[config.mk]
export PLATFORM = sky130hd
export DESIGN_NAME = neuron_result_reader
export DESIGN_NICKNAME = d
export VERILOG_FILES = /design/src/rtl/neural_pkg.sv /design/src/rtl/argmax_tracker.sv /design/src/rtl/neuron_result_reader.sv
export SDC_FILE = /design/constraint.sdc
export NUM_CORES = 1
export LEC_CHECK = 0
export BUFFER_PORTS_ARGS = -buffer_cell sky130_fd_sc_hd__buf_2
export CORE_MARGIN = 4
export CORE_UTILIZATION = 55
export CTS_BUF_LIST = sky130_fd_sc_hd__clkbuf_8
export DETAILED_ROUTE_END_ITERATION = 16
export PLACE_DENSITY = 0.87
export SETUP_SLACK_MARGIN = 0.1
export SLEW_MARGIN = 5
export SYNTH_ARGS = -nofsm -noshare
export SYNTH_HDL_FRONTEND = slang
export SYNTH_SLANG_ARGS = --single-unit
[constraint.sdc]
create_clock -name clk -period 5.3 [get_ports clk]
set_clock_uncertainty 0.15 [all_clocks]
set_input_delay 1.06 -clock clk [delete_from_list [all_inputs] [get_ports clk]]
set_output_delay 1.06 -clock clk [all_outputs]
set_load 0.05 [all_outputs]
[src/rtl/neural_pkg.sv]
// Shared types and default widths for the neural accelerator datapath blocks.
package neural_pkg;

  localparam int NEURAL_ADDR_W = 8;
  localparam int NEURAL_DATA_W = 8;

  typedef enum logic [2:0] {
    IDLE,
    READ,
    CAPT,
    SEND,
    DONE
  } reader_state_t;

endpackage

[src/rtl/argmax_tracker.sv]
// Running signed maximum of a value stream together with the index where it was first seen.
module argmax_tracker #(
  parameter int DATA_W = 8,
  parameter int ADDR_W = 8
) (
  input  logic              clk,
  input  logic              reset,
  input  logic              clear,
  input  logic              load,
  input  logic [DATA_W-1:0] value,
  input  logic [ADDR_W-1:0] index,
  output logic [DATA_W-1:0] max_value,
  output logic [ADDR_W-1:0] max_index
);

  logic take;

  // Index 0 always seeds the tracker; later elements need a strictly greater value so ties keep the lowest index.
  assign take = load && ((index == '0) || ($signed(value) > $signed(max_value)));

  always_ff @(posedge clk) begin
    if (reset || clear) begin
      max_value <= '0;
      max_index <= '0;
    end else if (take) begin
      max_value <= value;
      max_index <= index;
    end
  end

endmodule

[src/rtl/neuron_result_reader.sv]
// Streams the output-layer activations out of the neuron RAM and reports their argmax.
module neuron_result_reader
  import neural_pkg::*;
#(
  parameter int                ADDR_W    = NEURAL_ADDR_W,
  parameter int                DATA_W    = NEURAL_DATA_W,
  parameter logic [ADDR_W-1:0] BASE_ADDR = '0,
  parameter int                NUM_OUT   = 10
) (
  input  logic              clk,
  input  logic              reset,
  input  logic              start,
  output logic              busy,
  output logic              done,
  output logic              rd_en,
  output logic [ADDR_W-1:0] rd_addr,
  input  logic [DATA_W-1:0] rd_data,
  output logic [DATA_W-1:0] m_data,
  output logic [ADDR_W-1:0] m_index,
  output logic              m_last,
  output logic              m_valid,
  input  logic              m_ready,
  output logic [ADDR_W-1:0] argmax_index,
  output logic [DATA_W-1:0] argmax_value,
  output logic              argmax_valid
);

  localparam logic [ADDR_W-1:0] LAST_IDX = ADDR_W'(NUM_OUT - 1);
  localparam logic [ADDR_W-1:0] ONE      = ADDR_W'(1);

  reader_state_t     state;
  logic [ADDR_W-1:0] idx;
  logic              trk_clear;
  logic              trk_load;

  assign trk_clear = (state == IDLE) && start;
  assign trk_load  = (state == CAPT);

  argmax_tracker #(
    .DATA_W(DATA_W),
    .ADDR_W(ADDR_W)
  ) u_tracker (
    .clk      (clk),
    .reset    (reset),
    .clear    (trk_clear),
    .load     (trk_load),
    .value    (rd_data),
    .index    (idx),
    .max_value(argmax_value),
    .max_index(argmax_index)
  );

  // Outputs are registered on state entry, so rd_en and rd_addr are already valid in READ.
  always_ff @(posedge clk) begin
    if (reset) begin
      state        <= IDLE;
      idx          <= '0;
      busy         <= 1'b0;
      done         <= 1'b0;
      rd_en        <= 1'b0;
      rd_addr      <= '0;
      m_data       <= '0;
      m_index      <= '0;
      m_last       <= 1'b0;
      m_valid      <= 1'b0;
      argmax_valid <= 1'b0;
    end else begin
      done  <= 1'b0;
      rd_en <= 1'b0;
      case (state)
        IDLE: begin
          if (start) begin
            idx          <= '0;
            argmax_valid <= 1'b0;
            busy         <= 1'b1;
            rd_en        <= 1'b1;
            rd_addr      <= BASE_ADDR;
            state        <= READ;
          end
        end
        READ: state <= CAPT;
        CAPT: begin
          m_data  <= rd_data;
          m_index <= idx;
          m_last  <= (idx == LAST_IDX);
          m_valid <= 1'b1;
          state   <= SEND;
        end
        SEND: begin
          if (m_ready) begin
            m_valid <= 1'b0;
            if (m_last) begin
              done         <= 1'b1;
              argmax_valid <= 1'b1;
              state        <= DONE;
            end else begin
              idx     <= idx + ONE;
              rd_en   <= 1'b1;
              rd_addr <= BASE_ADDR + idx + ONE;
              state   <= READ;
            end
          end
        end
        DONE: begin
          busy  <= 1'b0;
          state <= IDLE;
        end
        default: state <= IDLE;
      endcase
    end
  end

endmodule

### Yosys cells after proc, flatten, opt, wreduce, memory -nomap -nowiden

Cells that the tools add are included.

* bits in registers: 49
* output and inout port bits: 46
* input bits: 12
* logic and storage cells: 61

* bitwise gates (word level): 2
* reductions and logical operators: 15
* equal/unequal tests: 9
* add/subtract/negate cells: 1
* $lt $le $gt $ge: 1
* mux-type cells: 21

Operators with widths (count)
* 8-bit 2-to-1 mux: 3
* 8-bit one-hot mux with 2 select lines: 1
* 3-bit one-hot mux with 4 select lines: 1
* 1-bit 2-to-1 mux: 9
* 3-bit 2-to-1 mux: 3
* 8-bit by 1-bit adder with 8-bit output, second input constant: 1
* 8-bit by 4-bit equality test with 1-bit output, second input constant: 1
* 8-bit greater-than comparator: 1
* 8-bit logical NOT: 1
* 2-bit inequality test, second input constant: 4
* 1-bit one-hot mux with 2 select lines: 4
* 4-bit AND reduction: 2
* 3-bit by 2-bit equality test with 1-bit output, second input constant: 2
* 2-bit AND reduction: 3
* 2-bit nonzero test: 3
* 3-bit by 1-bit equality test with 1-bit output, second input constant: 1
* 3-bit equality test, second input constant: 1
* 3-bit logical NOT: 1
* 3-bit OR reduction: 1
* 1-bit logical AND: 2
* 1-bit logical OR: 2
* 1-bit inverter: 2

### Logic depth before layout (Yosys ltp)

Gate-level depths: netlist (run 1).

* depth in word-level cells: 4
* mapped depth: 9
* depth with buffers taken out: 7

### Modules after synthesis

A second synthesis (run 1) with hierarchy kept.

* cells, all modules: 371
* area, all modules: 2852.7 µm²

By module, submodules not included
* argmax_tracker: area an instance 1506.4 µm², cells an instance 211, times used 1, sequential area each 320.3 µm²
* neuron_result_reader: area an instance 1346.3 µm², cells an instance 160, times used 1, sequential area each 660.6 µm²

### Worst setup path after synthesis (run 1)

OpenSTA, ideal clock, no wires.

* path type: in2reg
* start point: input rd_data[1]
* end point: register u_tracker.max_index[1]
* library setup time: 120 ps
* setup slack: 2669 ps
* path buffers: 2
* data required time: 5030 ps
* arrival: 2361 ps
* stages: 8
* cells stage by stage: ha_1 -> nor2b_1 -> o211ai_1 -> a21oi_1 -> o311a_1 -> buf_6 -> buf_12 -> mux2i_1

* longest elaborated chain between the ends: 3

RTL lines
* from (decl): line neuron_result_reader.sv:17 `input logic [DATA_W-1:0] rd_data,`
* 8-bit greater-than comparator: line argmax_tracker.sv:19 `assign take = load && ((index == '0) || ($signed(value) > $signed(max_value)));`
* 1-bit logical OR: line argmax_tracker.sv:19
* 1-bit logical AND: line argmax_tracker.sv:19
* to (signal assigned): line argmax_tracker.sv:27 `max_index <= index;`
* to (decl): line argmax_tracker.sv:13 `output logic [ADDR_W-1:0] max_index`

Every way passes these cells.
A chain may end at the register's enable or synchronous reset.

### Worst setup path after layout (run 1)

* start point: input rd_data[7]
* end point: register u_tracker.max_index[2]

The elaborated chain is that of the path after synthesis.

==> results of run 1 <==
==> critical path, cell delays in order <==
cell	delay [ns]
buf_2	0.12
ha_1	0.32
nand4_1	0.13
o22ai_1	0.09
or2b_1	0.16
o311a_1	0.78
mux2i_1	0.29
==> flip-flops by register name, indices dropped and copies added, names as in the netlist <==
| register | flops |
|---|---|
| busy | 1 |
| rd_en | 1 |
| done | 1 |
| m_index | 8 |
| u_tracker.max_value | 8 |
| idx | 8 |
| state | 3 |
| argmax_valid | 1 |
| m_valid | 1 |
| m_data | 8 |
| u_tracker.max_index | 8 |
| m_last | 1 |
==> final timing paths <==
kind	from	to	slack (ns)	cells past startpoint
max	rd_data[7]	u_tracker.max_index[2]	2.42	7
min	m_data[7]	m_data[7]	0.31	2
max reg2reg	idx[4]	u_tracker.max_index[2]	2.56	5
min reg2reg	m_data[7]	m_data[7]	0.31	2
==> layer usage <==
layer | vias to the layer above | wire length [um] | global-route usage
met5 | - | 0 | 0
met4 | 0 | 57 | 0.06263
met3 | 7 | 289 | 0.05189
met2 | 47 | 2548 | 0.3510
met1 | 905 | 2339 | 0.2837
li1 | 965 | - | -
==> through the flow <==
step	setup slack [ns]	total power, mW
2_1_floorplan	2.669	0.4895
3_5_place_dp	2.127	0.5153
3_3_place_gp	2.225	0.5128
5_1_grt	2.258	0.8183
6_report	2.419	0.7868
4_1_cts	2.435	0.7881
==> layout make-up <==
type	instances	area, sq um	area share
timing repair buffer	59	300.3	0.1154
clock buffer	6	82.58	0.03175
tap	48	60.06	0.02309
clock inverter	2	37.54	0.01443
sequential	49	980.9	0.3771
inverter	13	48.80	0.01876
multi-input combinational	182	1091	0.4194
==> cells in the final DEF, fill, tap and decap left out, types with 6 or more instances in the layout <==
master	netlist	layout
a21oi_1	25	24
nand2_1	69	69
mux2i_1	16	16
buf_2	1	57
inv_1	13	13
ha_1	11	11
clkbuf_8	0	6
nor2_1	15	15
dfxtp_1	49	49
==> cell families after synthesis <==
family                     after synthesis
and+or+nand+nor                        112
DFF                                     49
AOI/OAI and AO/OA                       37
buffers and inverters                   29
muxes                                   16
adders and majority gates               11
xor gates and xnor gates                 6
==> power breakdown <==
| group | switching [mW] | internal (mW) |
|---|---|---|
| clock | 0.125 | 0.153 |
| combinational | 0.0850 | 0.0355 |
| sequential | 0.00935 | 0.379 |
| total | 0.219 | 0.568 |
==> Yosys cell counts (2+ instances only) <==
cell	count
nor2_1	15
mux2i_1	16
clkbuf_1	13
a21o_1	2
nand4_1	5
nor2b_1	2
nand3_1	2
o211ai_1	2
nand2_1	69
ha_1	11
o21ai_0	3
nor3_1	3
a21oi_1	25
xor2_1	5
dfxtp_1	49
inv_1	13
and3_1	4
==> metrics.txt, run 1 <==
Antenna diodes=0; fin cells=approximately 360; post-synthesis simple-gate area fraction=0.2386; synthesized area=2202 sq um; Achievable Freq=347.1 MHz; chip height=71.28 um; Synth top area share=0.4455; routed wire length=5.234 mm; first-pass GRT wire length=8.769 mm; antenna-violating nets left=0; sequential element share of the synthesized area=0.4455; final period utilization=0.5436; DP HPWL=3.708 mm; Post-CTS Setup Bufs=0; worst vdd ir=169.6 uV; CP arrival=2.95 ns; Synth Flop Type=dfxtp_1; port buffer count=57; initial DRC count=122; CORE AREA=3771 sq um; CTS tree=yes; CP Launch Type=input pin; Final Setup Violations=0; final core utilization=0.6898; fin area=2601 sq um; FFs w/ async S/R, synth=0; compound-cell area share of the yosys netlist=0.09602; Ports=58; Hold Buf Count CTS=0; area share of fa/ha/maj cells after synthesis=0.06250; Syn Nets=283; WHS=between 0.3 and 0.4 ns; Post-Synthesis Cells=260; cell count after placement=about 350; Sink Count=49; Root Driver=clkbuf_8; top cells by area, synth=dfxtp_1, nand2_1, mux2i_1; critical path class=input pin to flop; Initial Util=0.5839; Cell Rows=22; Hold Vio Cnt, Final=0; Max Cap Viol=0; Worst-path clk slew=roughly 0.090 ns; Pre-Repair DR Iteration Count=4; Area Growth Syn to Fin=18.12%; post-synthesis area per instance=8.470 sq um; synth unique cells=38; post-cts resize count=0; slew margin rel.=0.3858; GPL Wtd Cong=between 0.9 and 1; WL/cell=14.58 um; Die X=around 71 um; worst-margin pin slew=0.9213 ns; layout cells sized above 1=0.2315; vias in the first global route=1807; Synth warnings=0; RSZ-0062 raised after global routing=false; Via-to-Cell Ratio=5.359; setup_tns=0 ns; status=finished clean; placed cell area=2481 sq um; Filler cells=289; area leader, netlist=dfxtp_1; static leakage=approximately 1.1 nW; CP endpoint kind=flop; Residual DRC=0; initial antenna violation count=0; CTS Buf Count=5; max-slew violations=0; #FFs+latches synth=49; via count=1924; worst-skew pair later-pin latency=about 0.3 ns; min Tclk post-route=2.881 ns; Crit Path Max Fanout=16; largest family of logic cells by synthesized area=simple AND/OR/NAND/NOR gates; Die ar.=roughly 5000 sq um; post-synthesis mux area share=0.07273; worst hold path class=flop to flop; GRT Total Usage=0.2154; # H-tree levels=2; fin nets=333; CP required=5.37 ns; pin count of the biggest net entering global routing=33; Post-synth EDFFs=0; post-synthesis xor/xnor area fraction=0.02386; GRT overflow=0; PwrDens=302.5 nW/um^2; clock tree buffer depth=2
Note: power is estimated with default switching activity, not from simulation.
==> inputs of run 2 (changes only) <==
--- a/config.mk
+++ b/config.mk
@@ -5,12 +5,13 @@
 export SDC_FILE = /design/constraint.sdc
 export NUM_CORES = 1
 export LEC_CHECK = 0
+export ABC_AREA = 1
 export BUFFER_PORTS_ARGS = -buffer_cell sky130_fd_sc_hd__buf_2
 export CORE_MARGIN = 4
-export CORE_UTILIZATION = 55
+export CORE_UTILIZATION = 49
 export CTS_BUF_LIST = sky130_fd_sc_hd__clkbuf_8
 export DETAILED_ROUTE_END_ITERATION = 16
-export PLACE_DENSITY = 0.87
+export PLACE_DENSITY = 0.82
 export SETUP_SLACK_MARGIN = 0.1
 export SLEW_MARGIN = 5
 export SYNTH_ARGS = -nofsm -noshare
==> constraint.sdc (replaced) <==
create_clock -name clk -period 2.55 [get_ports clk]
set_clock_uncertainty 0.15 [all_clocks]
set_input_delay 0.51 -clock clk [delete_from_list [all_inputs] [get_ports clk]]
set_output_delay 0.51 -clock clk [all_outputs]
set_load 0.05 [all_outputs]
==> run 2 against run 1 <==
Routed wire length down 3.7%; clock power increased by 62%; count of clock-buffer cells in the layout is 1 lower; setup slack worse by 2.0 ns; register-to-register slack worse by 2.1 ns; flip-flop and latch count unchanged; global-route usage fell by 3.3 points; critical path depth up 5; largest power group unchanged; power grew 140%; sequential share of layout area decreased by 0.94 points.
==> metrics.txt, run 2 <==
worst-skew pair later-pin latency=0.30 ns; setup_tns=0 ns; reg2reg end=u_tracker.max_index[3]; GRT overflow=0; #FFs+latches synth=49; first-pass GRT wire length=8.811 mm; Crit Path Max Fanout=24; cell count after placement=394; hold path endpoint=busy; Reg2Reg Setup Slack=about 0.41 ns; CP arrival=2.19 ns; CP Launch Type=flop; Register-to-Register Path Depth=12; worst hold path class=flop to flop; CTS Buf Count=5; Synth Flop Type=dfxtp_1; post-synthesis area per instance=7.725 sq um; Hold Buf Count CTS=0; pin count of the biggest net entering global routing=32; GPL Wtd Cong=0.7968; Die X=75.97 um; Worst-path clk slew=roughly 0.09 ns; most common library cell in the layout ignoring fill and taps=buf_2; layout cells sized above 1=0.2457; count leader, synth=dfxtp_1; critical path class=flop to flop; Sequential Area=about 1000 sq um; sequential element share of the synthesized area=0.4334; Sink Count=49; FFs w/ async S/R, synth=0; CP endpoint kind=flop; Achievable Freq=~470 MHz; CP required=approximately 2.6 ns; port buffer count=57; initial antenna violation count=0; initial DRC count=111; routed wire length=5.041 mm; final period utilization=0.8384; CTS tree=yes; Initial Util=0.5128; CORE AREA=4414 sq um; synth unique cells=30; min Tclk post-route=about 2.1 ns; DP HPWL=3.752 mm; max-slew violations=0; Synth top area share=0.4334; fin nets=372; GRT Total Usage=0.1823; Post-synth EDFFs=0; vias in the first global route=~1.9k; synthesized area=roughly 2300 sq um; Post-Synthesis Cells=between 200 and 300; Pwr Total=1.897 mW; Residual DRC=0; post-cts resize count=0; list of most frequent post-synthesis cells=dfxtp_1, nor2_1, nand2_1, a21oi_1, inv_1; Multi-input gate area=1082 sq um; Max Cap Viol=0; static leakage=approximately 1.2 nW; slew margin rel.=0.7049; WL/cell=about 13 um; Ports=58; Synth warnings=0; Filler cells=422; reg2reg start=u_tracker.max_value[7]; clock tree buffer depth=2; top cells by area, synth=dfxtp_1, a21oi_1, nor2_1; hold depth=2; worst hold path startpoint=busy; Via-to-Cell Ratio=5.065; Antenna diodes=0; # H-tree levels=2; commonest non-fill, non-tap cells in the layout=buf_2, dfxtp_1, nor2_1; worst-margin pin slew=0.4421 ns; chip height=approximately 76 um; Area Growth Syn to Fin=17.86%; Syn Nets=316; area leader, netlist=dfxtp_1; worst vdd ir=roughly 360 uV; Die ar.=5771 sq um; via count=between 2k and 2.5k; Root Driver=clkbuf_8; antenna-violating nets left=0; PwrDens=711.3 nW/um^2; Final Setup Violations=0; Pre-Repair DR Iteration Count=4; Post-CTS Setup Bufs=0; RSZ-0062 raised after global routing=false; Hold Vio Cnt, Final=0; Cell Rows=24; status=finished clean; fin cells=402
-- run 2: power breakdown --
| group | leakage [nW] | switching (mW) | internal (mW) | total (mW) |
|---|---|---|---|---|
| Combinational | 0.809 | 0.420 | 0.158 | 0.578 |
| Clock | 0.0416 | 0.259 | 0.189 | 0.449 |
| Sequential | 0.399 | 0.0396 | 0.831 | 0.871 |
-- run 2: layer usage --
metal	up-vias	share of wire	global-route usage
li1	1065	-	-
met1	909	0.45	0.2210
met2	54	0.47	0.2945
met3	8	0.060	0.05450
met4	0	0.017	0.08363
met5	-	0	0
-- run 2: final cells by class --
| type | count | area share |
|---|---|---|
| clock buffers | 5 | 0.02580 |
| clock inverters | 3 | 0.007036 |
| inverters | 31 | 0.04362 |
| multi-input cells | 200 | 0.4057 |
| flip-flops and latches | 49 | 0.3677 |
| well taps | 52 | 0.02439 |
| repair buffers | 62 | 0.1257 |
-- run 2: worst max-delay path by stage --
stage,start,endpoint,slack [ns],cells past startpoint
floorplan,u_tracker.max_value[7],u_tracker.max_value[0],0.34,12
global placement,rd_data[7],u_tracker.max_index[3],0.29,12
CTS,u_tracker.max_value[7],u_tracker.max_index[3],0.41,12
detailed placement,rd_data[7],u_tracker.max_index[3],0.22,12
global route,u_tracker.max_value[7],u_tracker.max_index[3],0.23,13
finish,u_tracker.max_value[7],u_tracker.max_index[3],0.41,12
-- run 2: kinds of logic (layout without fill, tap and decap cells) --
family                   count (synthesis)  in the layout  share of synthesized area
AO/OA/AOI/OAI                           62             62                     0.1421
flip-flops                              49             49                     0.4334
AND/OR/NAND/NOR                        127            127                     0.2753
buffers and inverters                   44            101                    0.08845
adder cells (fa/ha/maj)                 11             11                    0.06081
-- run 2: per-stage QoR --
| stage | instance area [sq um] | setup WS [ns] | hold slack, ns | utilization |
|---|---|---|---|---|
| 4_1_cts | 2668 | 0.4132 | 0.3251 | 0.6043 |
| 3_5_place_dp | 2580 | 0.2181 | 0.3116 | 0.5845 |
| 2_1_floorplan | 2263 | 0.3363 | 0.3801 | - |
| 5_1_grt | 2668 | 0.2346 | 0.3515 | 0.6043 |
| 3_3_place_gp | 2580 | 0.2895 | 0.3048 | 0.5845 |
| 6_report | 2668 | 0.4121 | 0.3199 | 0.6043 |
-- run 2: critical path, stage by stage (launching register included) --
cell and delay, ns:
dfxtp_1 0.36, inv_1 0.05, ha_1 0.32, a21o_1 0.20, nor2_1 0.15, nand3_1 0.09
nand2_1 0.07, nand2_1 0.05, nand2_2 0.18, buf_12 0.19, nand3_1 0.08, nand2_1 0.09
nor2_1 0.04
